[src/rtl/mnist_pkg.sv]
// Shared constants and the streamer state type for the MNIST image path.
package mnist_pkg;

    localparam int IMG_PIXELS = 784;
    localparam int PIX_W      = 8;
    localparam int CLASS_W    = 4;
    localparam int CONF_W     = 8;

    typedef enum logic [2:0] {
        IDLE,
        STREAM,
        DRAIN,
        WAIT_RES,
        DONE
    } streamer_state_t;

endpackage

[src/rtl/image_rd_pipe.sv]
// Synchronous-memory read stage: one cycle of memory latency plus an output
// register, turning a read-enable strobe into a data/valid stream.
module image_rd_pipe
    import mnist_pkg::*;
#(
    parameter int DATA_W = PIX_W
) (
    input  logic              clk,
    input  logic              rst,
    input  logic              rd_en_i,
    input  logic [DATA_W-1:0] rdata_i,
    output logic [DATA_W-1:0] data_o,
    output logic              valid_o
);

    logic              rd_en_d1_q;
    logic              valid_q;
    logic [DATA_W-1:0] data_q;

    always_ff @(posedge clk) begin
        if (rst) begin
            rd_en_d1_q <= 1'b0;
            valid_q    <= 1'b0;
            data_q     <= '0;
        end else begin
            rd_en_d1_q <= rd_en_i;
            valid_q    <= rd_en_d1_q;
            // Data is forced to zero between beats so idle cycles are clean.
            data_q     <= rd_en_d1_q ? rdata_i : '0;
        end
    end

    assign data_o  = data_q;
    assign valid_o = valid_q;

endmodule

[src/rtl/image_streamer.sv]
// Streams one image from memory into the classifier and collects its result.
// Optional WAIT_RES timeout is enabled by defining IMAGE_STREAMER_TIMEOUT_EN.
module image_streamer #(
    parameter int IMG_PIXELS     = mnist_pkg::IMG_PIXELS,
    parameter int DATA_W         = mnist_pkg::PIX_W,
    parameter int ADDR_W         = 10,
    parameter int TIMEOUT_CYCLES = 4096
) (
    input  logic              clk,
    input  logic              rst,
    input  logic              start,
    output logic              busy,
    output logic              done,
    output logic              mem_rd_en,
    output logic [ADDR_W-1:0] mem_addr,
    input  logic [DATA_W-1:0] mem_rdata,
    output logic [DATA_W-1:0] pix_data,
    output logic              pix_valid,
    input  logic [3:0]        nn_prediction,
    input  logic [7:0]        nn_confidence,
    input  logic              nn_valid,
    output logic [3:0]        result_digit,
    output logic [7:0]        result_conf,
    output logic              timeout
);

    import mnist_pkg::streamer_state_t;
    import mnist_pkg::IDLE;
    import mnist_pkg::STREAM;
    import mnist_pkg::DRAIN;
    import mnist_pkg::WAIT_RES;
    import mnist_pkg::DONE;

    localparam logic [ADDR_W-1:0] LAST_ADDR = ADDR_W'(IMG_PIXELS - 1);

    if ((2 ** ADDR_W) < IMG_PIXELS || TIMEOUT_CYCLES < 1) begin : g_bad_cfg
        $error("image_streamer: ADDR_W too small or TIMEOUT_CYCLES < 1");
    end

    streamer_state_t   state_q;
    logic [ADDR_W-1:0] addr_q;
    logic              rd_en_q;
    logic              drain_q;
    logic              done_q;
    logic [3:0]        digit_q;
    logic [7:0]        conf_q;

`ifdef IMAGE_STREAMER_TIMEOUT_EN
    localparam int              TO_W    = $clog2(TIMEOUT_CYCLES) + 1;
    localparam logic [TO_W-1:0] TO_LAST = TO_W'(TIMEOUT_CYCLES - 1);
    logic [TO_W-1:0] wait_cnt_q;
    logic            timeout_q;
`endif

    always_ff @(posedge clk) begin
        if (rst) begin
            state_q    <= IDLE;
            addr_q     <= '0;
            rd_en_q    <= 1'b0;
            drain_q    <= 1'b0;
            done_q     <= 1'b0;
            digit_q    <= '0;
            conf_q     <= '0;
`ifdef IMAGE_STREAMER_TIMEOUT_EN
            wait_cnt_q <= '0;
            timeout_q  <= 1'b0;
`endif
        end else begin
            done_q <= 1'b0;
            case (state_q)
                IDLE: begin
                    if (start) begin
                        state_q   <= STREAM;
                        rd_en_q   <= 1'b1;
                        addr_q    <= '0;
`ifdef IMAGE_STREAMER_TIMEOUT_EN
                        timeout_q <= 1'b0;
`endif
                    end
                end
                STREAM: begin
                    if (addr_q == LAST_ADDR) begin
                        rd_en_q <= 1'b0;
                        drain_q <= 1'b0;
                        state_q <= DRAIN;
                    end else begin
                        addr_q <= addr_q + 1'b1;
                    end
                end
                // Two cycles cover the memory latency and the output register.
                DRAIN: begin
                    if (drain_q) begin
                        state_q    <= WAIT_RES;
`ifdef IMAGE_STREAMER_TIMEOUT_EN
                        wait_cnt_q <= '0;
`endif
                    end else begin
                        drain_q <= 1'b1;
                    end
                end
                WAIT_RES: begin
                    if (nn_valid) begin
                        digit_q <= nn_prediction;
                        conf_q  <= nn_confidence;
                        done_q  <= 1'b1;
                        state_q <= DONE;
                    end
`ifdef IMAGE_STREAMER_TIMEOUT_EN
                    else if (wait_cnt_q == TO_LAST) begin
                        timeout_q <= 1'b1;
                        done_q    <= 1'b1;
                        state_q   <= DONE;
                    end else begin
                        wait_cnt_q <= wait_cnt_q + 1'b1;
                    end
`endif
                end
                DONE: begin
                    state_q <= IDLE;
                end
                default: begin
                    state_q <= IDLE;
                end
            endcase
        end
    end

    image_rd_pipe #(
        .DATA_W (DATA_W)
    ) u_rd_pipe (
        .clk     (clk),
        .rst     (rst),
        .rd_en_i (rd_en_q),
        .rdata_i (mem_rdata),
        .data_o  (pix_data),
        .valid_o (pix_valid)
    );

    assign busy         = (state_q != IDLE);
    assign done         = done_q;
    assign mem_rd_en    = rd_en_q;
    assign mem_addr     = addr_q;
    assign result_digit = digit_q;
    assign result_conf  = conf_q;

`ifdef IMAGE_STREAMER_TIMEOUT_EN
    assign timeout = timeout_q;
`else
    assign timeout = 1'b0;
`endif

endmodule

[config.mk]
export PLATFORM = sky130hd
export DESIGN_NAME = image_streamer
export DESIGN_NICKNAME = d
export VERILOG_FILES = /design/src/rtl/mnist_pkg.sv /design/src/rtl/image_rd_pipe.sv /design/src/rtl/image_streamer.sv
export SDC_FILE = /design/constraint.sdc
export NUM_CORES = 1
export LEC_CHECK = 0
export ABC_AREA = 1
export ABC_CLOCK_PERIOD_IN_PS = 1700
export CAP_MARGIN = 10
export CORE_UTILIZATION = 38
export DETAILED_ROUTE_END_ITERATION = 6
export GPL_ROUTABILITY_DRIVEN = 0
export HOLD_SLACK_MARGIN = 0.02
export PLACE_DENSITY = 0.72
export SLEW_MARGIN = 10
export SYNTH_ARGS = -nofsm -noshare
export SYNTH_HDL_FRONTEND = slang
export SYNTH_SLANG_ARGS = --single-unit
[constraint.sdc]
create_clock -name clk -period 1.7 [get_ports clk]
set_input_delay 0.34 -clock clk [delete_from_list [all_inputs] [get_ports clk]]
set_output_delay 0.34 -clock clk [all_outputs]
set_load 0.005 [all_outputs]
## Yosys cells after proc, flatten, opt, wreduce, memory -nomap -nowiden

Index checks and enable logic that the tools add are counted.

| operators by class | value |
|---|---|
| $add $sub $neg | 1 |
| equality and inequality tests | 9 |
| muxes and demuxes | 13 |
| bitwise operators | 2 |
| reduce and logical (&&, ||, !) cells | 11 |

Operators with widths:

| cell | count |
|---|---|
| $mux 10 | 2 |
| $pmux 10 s2 | 1 |
| $mux 3 | 4 |
| $pmux 3 s4 | 1 |
| $add 10x1->10 const B | 1 |
| $eq 10x10->1 const B | 1 |
| $ne 2x2->1 const B | 5 |
| $eq 3x2->1 const B | 2 |
| $reduce_and 3->1 | 2 |
| $pmux 1 s2 | 2 |
| $reduce_and 2->1 | 2 |
| $reduce_and 4->1 | 1 |
| $reduce_bool 2->1 | 2 |
| $reduce_or 2->1 | 2 |
| $eq 3x1->1 const B | 1 |
| $logic_not 3->1 | 1 |
| $mux 1 | 3 |
| $reduce_bool 3->1 | 1 |
| $not 1->1 | 2 |

| storage, ports and cells | value |
|---|---|
| register bits | 38 |
| bits of input ports | 24 |
| output and inout port bits | 35 |

## Longest topological paths before layout

| logic depth | value |
|---|---|
| word-level depth | 3 |
| mapped depth | 10 |

## Hierarchy

Synthesis repeated with hierarchy kept, for this count alone.

| unflattened totals | value |
|---|---|
| cell total of the unflattened synthesis | 232 |
| area total of the unflattened synthesis | 1666.6 µm² |

Modules (own cells, without submodules):

| module | times used | cells an instance | area each (µm²) |
|---|---|---|---|
| image_streamer | 1 | 201 | 1380.1 |
| image_rd_pipe | 1 | 31 | 286.5 |

## Worst setup path before layout

Ideal clock, no wire load.

| path | value |
|---|---|
| path type | reg2reg |
| start | register addr_q[0], in the netlist mem_addr[0] |
| end | register state_q[0] |
| setup time | 0.115 ns |
| arrival | 1.263 ns |
| path slack | 0.322 ns |
| cell stages (with the launch flop) | 9 |
| path buffers | 0 |
| cell sequence | dfxtp_1 > ha_1 > nand2_1 > nor2_4 > nand3_1 > nand2_2 > nand2_1 > o21ai_0 > inv_1 |

| between the ends | value |
|---|---|
| longest elaborated chain between the ends | 3 |

Ends and longest elaborated chain:

| item | line | RTL |
|---|---|---|
| start: declaration | image_streamer.sv:41 | `logic [ADDR_W-1:0] addr_q;` |
| start signal: assignment | image_streamer.sv:87 | `addr_q <= addr_q + 1'b1;` |
| $eq 10x10->1 | image_streamer.sv:82 | `if (addr_q == LAST_ADDR) begin` |
| $ne 2x2->1 (no line) | n/a |  |
| $reduce_and 4->1 (no line) | n/a |  |
| end signal: assignment | image_streamer.sv:85 | `state_q <= DRAIN;` |
| end signal: assignment | image_streamer.sv:93 | `state_q <= WAIT_RES;` |
| end signal: assignment | image_streamer.sv:106 | `state_q <= DONE;` |
| end: declaration | image_streamer.sv:40 | `streamer_state_t state_q;` |

Every way passes these cells.
A chain may end at the register's enable or synchronous reset.

## Worst setup path in the final report

| path | value |
|---|---|
| start | register addr_q[0], in the netlist mem_addr[0] |
| end | output port mem_addr[0] |

RTL lines:

| item | line | RTL |
|---|---|---|
| end: declaration | image_streamer.sv:15 | `output logic [ADDR_W-1:0] mem_addr,` |

No word-level cell between the ends.

==> flow_metrics.env <==
export IMPL_status="completed"
export IMPL_cts_buffer_depth=2
export IMPL_grt_max_degree=27
export IMPL_r2r_start="mem_addr[1]$_SDFFE_PP0P_"
export IMPL_hold_violations=0
export IMPL_multi_input_area_um2=666.9
export IMPL_postLayoutCellArea_um2=2370
export IMPL_avgRoutedWirePerCell_um=10.48
export IMPL_finalPower_w=0.002649
export IMPL_synth_edf_count=0
export IMPL_areaGrowthSynthToFinish_pct=45.80
export IMPL_worstReg2RegEnd="state_q[0]$_SDFFE_PP0P_"
export IMPL_cts_max_level=2
export IMPL_core_area_um2=4058
export IMPL_drtPass1Iterations=4
export IMPL_drc=0
export IMPL_hpwl_um=2605
export IMPL_holdCritStartpoint="mem_rd_en$_SDFFE_PP0P_"
export IMPL_synth_area_leaders="dfxtp_1 (47%), inv_1 (9.9%), nand2_1 (9.5%)"
export IMPL_fill_cells=381
export IMPL_boundaryPins=59
export IMPL_yosysMostFrequentCell="inv_1"
export IMPL_critPathMaxFanout=5
export IMPL_clkPwrFrac=0.242
export IMPL_final_net_count=315
export IMPL_yosysTopAreaCellShare=0.4681
export IMPL_critPathCaptureType="primary output"
export IMPL_antenna_cells=0
export IMPL_layout_min_cycle_time_ns=1.615
export IMPL_p_per_area_nw_per_um2=1118
export IMPL_fin_crit_sh=0.9501
export IMPL_grt_pass1_wl_um=5713
export IMPL_hold_path_depth=2
export IMPL_synth_async_sr_flop_share=0
export IMPL_cts_made_buffers=5
export IMPL_dieArea_um2=4543
export IMPL_cts_tree="done"
export IMPL_pwr_share_comb=0.338
export IMPL_worstPathArrival_ns=1.28
export IMPL_fin_cells=341
export IMPL_ff2ff_path_depth=8
export IMPL_die_h_um=67.40
export IMPL_clkLatencyLatePin_ns=0.28
export IMPL_rsz0062_at_grt="false"
export IMPL_ys_flop_type="dfxtp_1"
export IMPL_skew_ns=0.003235
export IMPL_drive_gt1_frac=0.09278
export IMPL_slew_violations=0
export IMPL_final_seq_area_um2=768.2
export IMPL_maxCapViolCount=0
export IMPL_vias=1551
export IMPL_rrSetupSlack_ns=0.19
export IMPL_setup_violations=0
export IMPL_switching_share=0.3323
export IMPL_final_antenna_net_count=0
export IMPL_rows=23
export IMPL_synth_common_cells="inv_1 (43), nand2_1 (41), dfxtp_1 (38), nor2_1 (27), a21oi_1 (20)"
export IMPL_wl_met1_um=1742
export IMPL_place_inst=333
export IMPL_dr_wl_met3_um=161
export IMPL_critPathRequiredTime_ns=1.36
export IMPL_placed_area_um2=2260
export IMPL_via_per_inst=4.548
export IMPL_ys_ff_latch=38
export IMPL_yosysTopAreaCell="dfxtp_1"
export IMPL_hold_path_class="register to register"
export IMPL_routed_wl_um=3574
export IMPL_ir_drop_uv=880.9
export IMPL_grt_pass1_vias=1290
export IMPL_clk_pin_slew_ns=0.07
export IMPL_yosysWarningCount=0
export IMPL_syn_avg_cell_area_um2=7.129
export IMPL_routed_top_layer="met4"
export IMPL_p_leak_nw=0.9934
export IMPL_fp_dieW_um=67.40
export IMPL_syn_num_nets=253
export IMPL_max_freq_mhz=619.1
export IMPL_track_usage=0.1688
export IMPL_cts_sinks=38
export IMPL_syn_area_um2=1625
export IMPL_port_buffers=57
export IMPL_antenna_found_initial=0
export IMPL_hold_end="u_rd_pipe.rd_en_d1_q$_SDFF_PP0_"
export IMPL_root_buffer="clkbuf_8"
export IMPL_worstSetupPathType="register to primary output"
export IMPL_synth_cells=228
export IMPL_cts_setup_buffers=0
export IMPL_dr_wl_met2_um=1637
export IMPL_final_setup_tns_ns=0
export IMPL_crit_path_start_kind="register"
export IMPL_p_int_w=0.001769
export IMPL_yosysSeqAreaShare=0.4681
export IMPL_synth_cell_types=24
export IMPL_drt_iter0_markers=44
export IMPL_initial_utilization=0.4006
export IMPL_p_switching_w=0.0008802
export IMPL_p_seq_frac=0.420
export IMPL_overflow=0
==> kinds of logic after synthesis <==
logic type                 share of synthesized area
and+or+nand+nor                               0.2802
adders and majority gates                   0.007697
other                                       0.002307
buffers and inverters                         0.1262
AOI/OAI and AO/OA                             0.1155
DFF                                           0.4681
==> routing by layer <==
metal  GRT usage  up-vias
met4     0.08245        0
met3     0.05236        2
li1            -      827
met1      0.2222      674
met2      0.2475       48
met5           0        -
==> worst max-delay path: stages (launching register included) <==
cell and delay [ns]:
dfxtp_1 0.35, buf_4 0.15, clkdlybuf4s50_1 0.49
==> stage by stage <==
step                      hold WS (ns)    util  setup WS, ns
after detailed placement        0.4295  0.5569        0.1574
after global routing            0.4663  0.5840      0.004920
final                           0.4361  0.5840       0.08484
after global placement          0.4291  0.5569        0.1811
after floorplan                 0.4195       -        0.3218
after CTS                       0.4449  0.5813       0.03632
==> worst max path at each step <==
stage,startpoint,end,slack (ns),cells past startpoint
after floorplan,mem_addr[0]$_SDFFE_PP0P_,state_q[0]$_SDFFE_PP0P_,0.32,8
after global routing,mem_addr[1]$_SDFFE_PP0P_,state_q[0]$_SDFFE_PP0P_,0.005,8
after global placement,start,state_q[0]$_SDFFE_PP0P_,0.18,7
after CTS,state_q[2]$_SDFFE_PP0P_,busy,0.04,3
final,mem_addr[0]$_SDFFE_PP0P_,mem_addr[0],0.08,2
after detailed placement,start,mem_addr[3]$_SDFFE_PP0P_,0.16,8
==> state kept, by name, summed over array words and instances, names as in the netlist, 3 cells and up <==
register / cells
result_digit: 4
u_rd_pipe.data_o: 8
result_conf: 8
state_q: 3
mem_addr: 10
==> power groups by stage <==
stage | clock network [W] | logic, W | registers (W)
global route | 0.000716 | 0.00100 | 0.00113
finish | 0.000640 | 0.000896 | 0.00111
global placement | 0 | 0.000871 | 0.00111
detailed placement | 0 | 0.000882 | 0.00112
CTS | 0.000669 | 0.000891 | 0.00110
floorplan | 0 | 0.000500 | 0.00112
==> layout make-up <==
type / count / share of cell area
Timing Repair Buffer: 62 / 0.2566
Clock buffer: 6 / 0.03485
Multi-Input combinational cell: 138 / 0.2814
Sequential cell: 38 / 0.3242
Inverter: 45 / 0.07128
Tap cell: 50 / 0.02640
Clock inverter: 2 / 0.005280
==> cells in the final DEF, fill, tap and decap left out, types with 2 or more instances in the layout <==
master           synthesis  final
inv_2                    2      2
nand2_1                 41     41
dfxtp_2                  0      3
dfxtp_1                 38     34
o21ai_0                 15     15
nand4_1                  3      3
clkbuf_8                 0      6
a21oi_1                 20     20
clkdlybuf4s50_1          0     57
inv_1                   43     43
buf_4                    2      5
nor2_1                  27     26
nor2_4                   2      3
nand3_1                 19     19
==> repair_timing <==
action                                  CTS  global route
endpoints found under the setup margin    1             3
resized for setup                         2             5
hold buffers                              0             0
Power figures use the tool's default switching activity.
